==> src/rtl/stepper_ramp.sv <==
// stepper_ramp
// Acceleration-limited STEP/DIR/EN generator for one stepper driver.
// The applied speed slews toward a saturated signed target at ACCEL per ramp
// tick; a phase accumulator turns |cur_speed| into step requests. Driver
// timing (enable setup, direction hold, step width) is enforced here.
//
// Ports
//   clock        in   system clock, all logic on the rising edge
//   reset_n      in   synchronous active-low reset
//   run_en       in   1 = drive motor, 0 = ramp down and disable
//   target_speed in   signed target speed (negative = reverse)
//   step         out  driver STEP pulse, STEP_HIGH cycles wide
//   dir          out  driver DIR, 1 when cur_speed >= 0
//   en_n         out  driver enable, active low
//   cur_speed    out  signed applied (ramped) speed
//   at_target    out  high in RUN when cur_speed equals the saturated target
//
// state      | meaning
// S_DISABLED | driver off, speed and accumulator held at zero
// S_ENABLING | en_n low, waiting EN_SETUP cycles before stepping
// S_RUN      | ramping toward the saturated target, stepping
// S_STOPPING | ramping toward zero; disables once stopped and step is low
module stepper_ramp #(
  parameter int CLK_HZ    = 100_000_000,
  parameter int ACC_W     = 24,
  parameter int RAMP_DIV  = 100_000,
  parameter int ACCEL     = 4,
  parameter int MAX_SPEED = 511,
  parameter int EN_SETUP  = 100,
  parameter int STEP_HIGH = 200,
  parameter int DIR_HOLD  = 20
) (
  input  logic              clock,
  input  logic              reset_n,
  input  logic              run_en,
  input  logic signed [9:0] target_speed,
  output logic              step,
  output logic              dir,
  output logic              en_n,
  output logic signed [9:0] cur_speed,
  output logic              at_target
);

  localparam int RW = (RAMP_DIV > 1) ? $clog2(RAMP_DIV) : 1;
  localparam int EW = (EN_SETUP > 1) ? $clog2(EN_SETUP) : 1;
  localparam int PW = (STEP_HIGH > 1) ? $clog2(STEP_HIGH) : 1;
  localparam int HW = (DIR_HOLD > 0) ? $clog2(DIR_HOLD + 1) : 1;
  localparam int SW = ACC_W + 10;

  localparam logic signed [9:0]  MAX_P = 10'(MAX_SPEED);
  localparam logic signed [9:0]  MAX_N = -10'(MAX_SPEED);
  localparam logic signed [10:0] ACC_P = 11'(ACCEL);
  localparam logic signed [10:0] ACC_N = -11'(ACCEL);

  // CLK_HZ only documents the step-rate scaling.
  if (CLK_HZ <= 0) begin : g_clk_hz_invalid
  end

  typedef enum logic [1:0] {S_DISABLED, S_ENABLING, S_RUN, S_STOPPING} state_t;

  state_t                  r_state;
  logic                    r_step;
  logic                    r_dir;
  logic                    r_en_n;
  logic signed [9:0]       r_cur;
  logic [ACC_W-1:0]        r_acc;
  logic [RW-1:0]           r_ramp_cnt;
  logic [EW-1:0]           r_en_cnt;
  logic [PW-1:0]           r_pulse_cnt;
  logic [HW-1:0]           r_hold_cnt;

  logic signed [9:0]       w_tgt;
  logic                    w_active;
  logic                    w_tick;
  logic signed [10:0]      w_goal;
  logic signed [10:0]      w_diff;
  logic signed [10:0]      w_next;
  logic                    w_dir_change;
  logic [9:0]              w_mag;
  logic [SW-1:0]           w_sum;
  logic                    w_carry;
  logic                    w_step_req;

  always_comb begin
    w_tgt = target_speed;
    if (target_speed > MAX_P) w_tgt = MAX_P;
    else if (target_speed < MAX_N) w_tgt = MAX_N;
  end

  assign w_active = (r_state == S_RUN) || (r_state == S_STOPPING);
  assign w_tick   = w_active && (r_ramp_cnt == RW'(RAMP_DIV - 1));
  assign w_goal   = (r_state == S_RUN) ? {w_tgt[9], w_tgt} : 11'sd0;
  assign w_diff   = w_goal - {r_cur[9], r_cur};

  // Step by at most ACCEL, landing exactly on the goal when closer than that.
  always_comb begin
    w_next = w_goal;
    if (w_diff > ACC_P) w_next = {r_cur[9], r_cur} + ACC_P;
    else if (w_diff < ACC_N) w_next = {r_cur[9], r_cur} + ACC_N;
  end

  assign w_dir_change = w_tick && ((~w_next[10]) != r_dir);

  // Carry is any overflow past ACC_W bits; the addend uses the pre-tick speed.
  assign w_mag   = r_cur[9] ? 10'(-r_cur) : 10'(r_cur);
  assign w_sum   = SW'(r_acc) + SW'(w_mag);
  assign w_carry = |w_sum[SW-1:ACC_W];

  // Requests that collide with an active pulse or a direction hold are dropped.
  assign w_step_req = w_active && w_carry && !r_step && (r_hold_cnt == '0) && !w_dir_change;

  always_ff @(posedge clock) begin
    if (!reset_n) begin
      r_state     <= S_DISABLED;
      r_step      <= 1'b0;
      r_dir       <= 1'b1;
      r_en_n      <= 1'b1;
      r_cur       <= '0;
      r_acc       <= '0;
      r_ramp_cnt  <= '0;
      r_en_cnt    <= '0;
      r_pulse_cnt <= '0;
      r_hold_cnt  <= '0;
    end else begin
      if (r_step) begin
        if (r_pulse_cnt == '0) r_step <= 1'b0;
        else r_pulse_cnt <= r_pulse_cnt - 1'b1;
      end else if (w_step_req) begin
        r_step      <= 1'b1;
        r_pulse_cnt <= PW'(STEP_HIGH - 1);
      end

      if (w_dir_change) r_hold_cnt <= HW'(DIR_HOLD);
      else if (r_hold_cnt != '0) r_hold_cnt <= r_hold_cnt - 1'b1;

      case (r_state)
        S_DISABLED: begin
          r_cur  <= '0;
          r_acc  <= '0;
          r_en_n <= 1'b1;
          if (run_en) begin
            r_state  <= S_ENABLING;
            r_en_n   <= 1'b0;
            r_en_cnt <= EW'(EN_SETUP - 1);
          end
        end
        S_ENABLING: begin
          if (!run_en) begin
            r_state <= S_DISABLED;
            r_en_n  <= 1'b1;
          end else if (r_en_cnt == '0) begin
            r_state    <= S_RUN;
            r_ramp_cnt <= '0;
          end else begin
            r_en_cnt <= r_en_cnt - 1'b1;
          end
        end
        default: begin
          r_acc <= w_sum[ACC_W-1:0];
          if (w_tick) begin
            r_ramp_cnt <= '0;
            r_cur      <= w_next[9:0];
            r_dir      <= ~w_next[10];
          end else begin
            r_ramp_cnt <= r_ramp_cnt + 1'b1;
          end
          if (r_state == S_RUN) begin
            if (!run_en) r_state <= S_STOPPING;
          end else if (run_en) begin
            r_state <= S_RUN;
          end else if ((r_cur == '0) && !r_step) begin
            r_state <= S_DISABLED;
            r_en_n  <= 1'b1;
          end
        end
      endcase
    end
  end

  assign step      = r_step;
  assign dir       = r_dir;
  assign en_n      = r_en_n;
  assign cur_speed = r_cur;
  assign at_target = (r_state == S_RUN) && (r_cur == w_tgt);

endmodule
==> config.mk <==
export PLATFORM = sky130hd
export DESIGN_NAME = stepper_ramp
export DESIGN_NICKNAME = d
export VERILOG_FILES = /design/src/rtl/stepper_ramp.sv
export SDC_FILE = /design/constraint.sdc
export NUM_CORES = 1
export LEC_CHECK = 0
export BUFFER_PORTS_ARGS = -buffer_cell sky130_fd_sc_hd__buf_2
export CORE_MARGIN = 5
export CORE_UTILIZATION = 60
export CTS_CLUSTER_DIAMETER = 60
export DETAILED_ROUTE_END_ITERATION = 12
export GPL_TIMING_DRIVEN = 0
export HOLD_SLACK_MARGIN = 0.08
export PLACE_DENSITY = 0.88
export SYNTH_ARGS = -nofsm -noshare
export SYNTH_HDL_FRONTEND = slang
export SYNTH_SLANG_ARGS = --single-unit
==> constraint.sdc <==
create_clock -name clock -period 6.2 [get_ports clock]
set_clock_uncertainty 0.15 [all_clocks]
set_input_delay 0.31 -clock clock [delete_from_list [all_inputs] [get_ports clock]]
set_output_delay 0.31 -clock clock [all_outputs]
set_load 0.005 [all_outputs]
==> results.yml <==
status:
  outcome: "finished, final reports clean"
routing:
  vias_per_cell: 6.26
  wl_per_cell_um: 16.8
  ant_nets: 0
  drtIter0Drc: 500
  wirelength_um: 15800
  first_pass_iters: 5
  vias: 5892
  drc: 0
setup_path:
  crit_start: "target_speed[6]"
  r2r_slack_ns: 0.72
  cp.required_ns: 6.36
  path_buf_inv: 5
  crit_end: "r_hold_cnt[1]"
  r2r-end: "r_hold_cnt[1]"
  cpMostUsedCell: "buf_2"
  path_max_fanout: 10
  reg2regPathDepth: 17
  critPathTopFamily: "simple AND/OR/NAND/NOR gates"
  critPathMaxStageDelay_ns: 0.57
  arrival_ns: 5.74
  crit_type: "in -> reg"
  critPathCaptureType: "flip-flop"
  crit_chain: "buf_2, buf_2, nor2_1, a41o_1, ha_1, buf_2, nor3b_4, clkbuf_1, nand2_1, fa_1, o21ai_0, o21ai_0, a2111oi_1, nor3b_1, nor4_2, o21ai_1, a21oi_2, mux2i_1, buf_2, and3_1"
  critPathSlowestCell: "fa_1"
  cp-start-kind: "input pin"
  crit_cells: 20
power:
  p_switching_uw: 342
  leakagePower_nw: 2.58
  switching_share: 0.294
  p_comb_frac: 0.183
  intPower_uw: 823
  powerDensity_mw_per_mm2: 182
  worst_ir_drop_vdd_uv: 154
  clkPwrFrac: 0.362
  seq_power_share: 0.455
global_route:
  antenna_found_initial: 0
  grt_max_degree: 14
  grt_pass1_wl_um: 26200
  track_usage: 0.275
  gr-total-overflow: 0
  first_global_vias: 5711
floorplan:
  start_util: 0.609
  die-area_mm2: 0.0119
  die_x_um: 109
  ios: 27
  die_h_um: 109
  num_rows: 36
  core-area_mm2: 0.00964
sta:
  post-route-period-util: 0.901
  hold_violations: 0
  setup_viol: 0
  period_minus_slack_ns: 5.58
  fin_hold_ws_ns: 0.238
  maxSlewViolCount: 0
  fin_ws_ns: 0.617
  rsz0062_at_grt: "no"
  tns_ns: 0
  max_freq_mhz: 179
  worst_slew_pin_slew_ns: 0.803
  relSlewSlack: 0.463
logic_synthesis:
  synth_top_area_share: 0.259
  yosys.area.top_type: "dfxtp_1"
  synth_mux_area_frac: 0.0243
  yosys_warnings: 0
  ys_seq_area_frac: 0.259
  synth_top_family_by_area: "simple AND/OR/NAND/NOR gates"
  synth_edf_count: 0
  synth.distinct_cells: 82
  synth.most_common_cell: "nand2_1"
  synth-async-reset-ratio: 0
  synth_compound_area_frac: 0.217
  ys_ff_latch: 76
  netlist_area_mm2: 0.00587
  synth.area.top_cells: "dfxtp_1 (26%), nand2_1 (5.4%), ha_1 (5.3%)"
  syn_area_per_cell_um2: 7.66
  synth_cells: 766
  ys.flop_type: "dfxtp_1"
  synthTopCellsByCount: "nand2_1 (84), dfxtp_1 (76), nor2_1 (54)"
  syn_nets: 806
  synth-simple-area-share: 0.294
  synthAdderAreaFrac: 0.0636
  yosys.area_share.xor_xnor: 0.0877
clock_network:
  tritoncts: "done"
  cts_max_level: 3
  clk_latency_ns: 0.37
  cts_made_buffers: 9
  root_buffer: "clkbuf_8"
  clk_pin_slew_worst_paths_ns: 0.08
  post_cts_buffers: 0
  cts_sinks: 76
  clock_path_buffers: 2
place:
  io_buffers: 25
  hpwlAfterDp_um: 12000
  dp_slack_ns: 0.170
  gp_congestion: 0.931
layout:
  fill_cells: 819
  drive_gt1_frac: 0.0817
  nets: 843
  synthToLayoutAreaGrowth_pct: 8.94
  diodes: 0
run:
  drv_cap: 0
hold_path:
  min_path_type: "in -> reg"
-- sequential cells by signal, summed over array words and instances (netlist names), named ones only --
name         cells
r_hold_cnt       5
en_n             1
dir              1
r_acc           24
step             1
r_state          1
r_ramp_cnt      17
r_en_cnt         7
r_pulse_cnt      8
cur_speed       10
-- placed cells by master, fill, tap and decap left out, types with 16 or more instances in the layout --
master,count
xnor2_1,33
and2_1,23
dfxtp_1,76
nor2b_1,16
nand2_1,84
clkbuf_1,31
ha_1,25
xor2_1,22
nor3_1,32
o21ai_0,42
buf_2,33
nand3_1,30
inv_1,40
nor2_1,54
a21oi_1,32
and3_1,20
-- per-stage QoR --
stage / util / std cells / cell area [µm²] / power [mW]
floorplan: - / 766 / 5870 / 0.696
global placement: 0.639 / 924 / 6160 / 0.736
detailed placement: 0.639 / 924 / 6160 / 0.750
CTS: 0.662 / 941 / 6380 / 1.17
global route: 0.663 / 941 / 6390 / 1.22
finish: 0.663 / 941 / 6390 / 1.17
-- metal layers --
metal / up-vias / GRT usage / share of wire
li1: 2823 / - / -
met1: 2765 / 0.326 / 0.42
met2: 243 / 0.464 / 0.47
met3: 61 / 0.0527 / 0.066
met4: 0 / 0.158 / 0.047
met5: - / 0 / 0
-- worst min-delay path by stage --
stage	from	to	slack [ns]	depth (start not counted)
after floorplan	r_acc[23]	r_acc[23]	0.28	1
after global placement	r_pulse_cnt[1]	r_pulse_cnt[1]	0.30	2
after detailed placement	r_acc[23]	r_acc[23]	0.32	1
after CTS	reset_n	cur_speed[1]	0.23	3
after global routing	reset_n	cur_speed[1]	0.27	3
final	reset_n	cur_speed[1]	0.24	3
-- cell families after synthesis --
family                   Yosys count
XOR/XNOR                          57
flip-flops                        76
multiplexers                      14
buffers and inverters             81
adder cells (fa/ha/maj)           29
AND/OR/NAND/NOR                  321
AO/OA/AOI/OAI                    188
-- power groups by stage --
| stage | sequential [mW] | combinational (mW) | clock (mW) |
|---|---|---|---|
| floorplan | 0.536 | 0.159 | 0 |
| global placement | 0.539 | 0.197 | 0 |
| detailed placement | 0.541 | 0.209 | 0 |
| CTS | 0.530 | 0.212 | 0.426 |
| global route | 0.534 | 0.239 | 0.451 |
| finish | 0.530 | 0.213 | 0.422 |
-- tightest hold or removal path, delay by kind of cell --
| kind | cells | cell delay [ns] |
|---|---|---|
| AND/OR/NAND/NOR | 1 | 0.05 |
| buffers and inverters | 2 | 0.35 |
-- what timing repair did --
item,CTS,global route
hold endpoints to repair,1,0
hold buffers,1,0
resized for setup,0,1
setup endpoints to repair,0,4
-- final cells by class --
class	instances	area [µm²]	area share
inverter	41	154	0.0241
clock inverter	6	88.8	0.0139
sequential	76	1520	0.238
multi-input combinational	609	4030	0.631
timing repair buffer	26	135	0.0211
buffer	40	164	0.0257
tap	133	166	0.0260
clock buffer	10	128	0.0200
(Power assumes the default switching activity.)
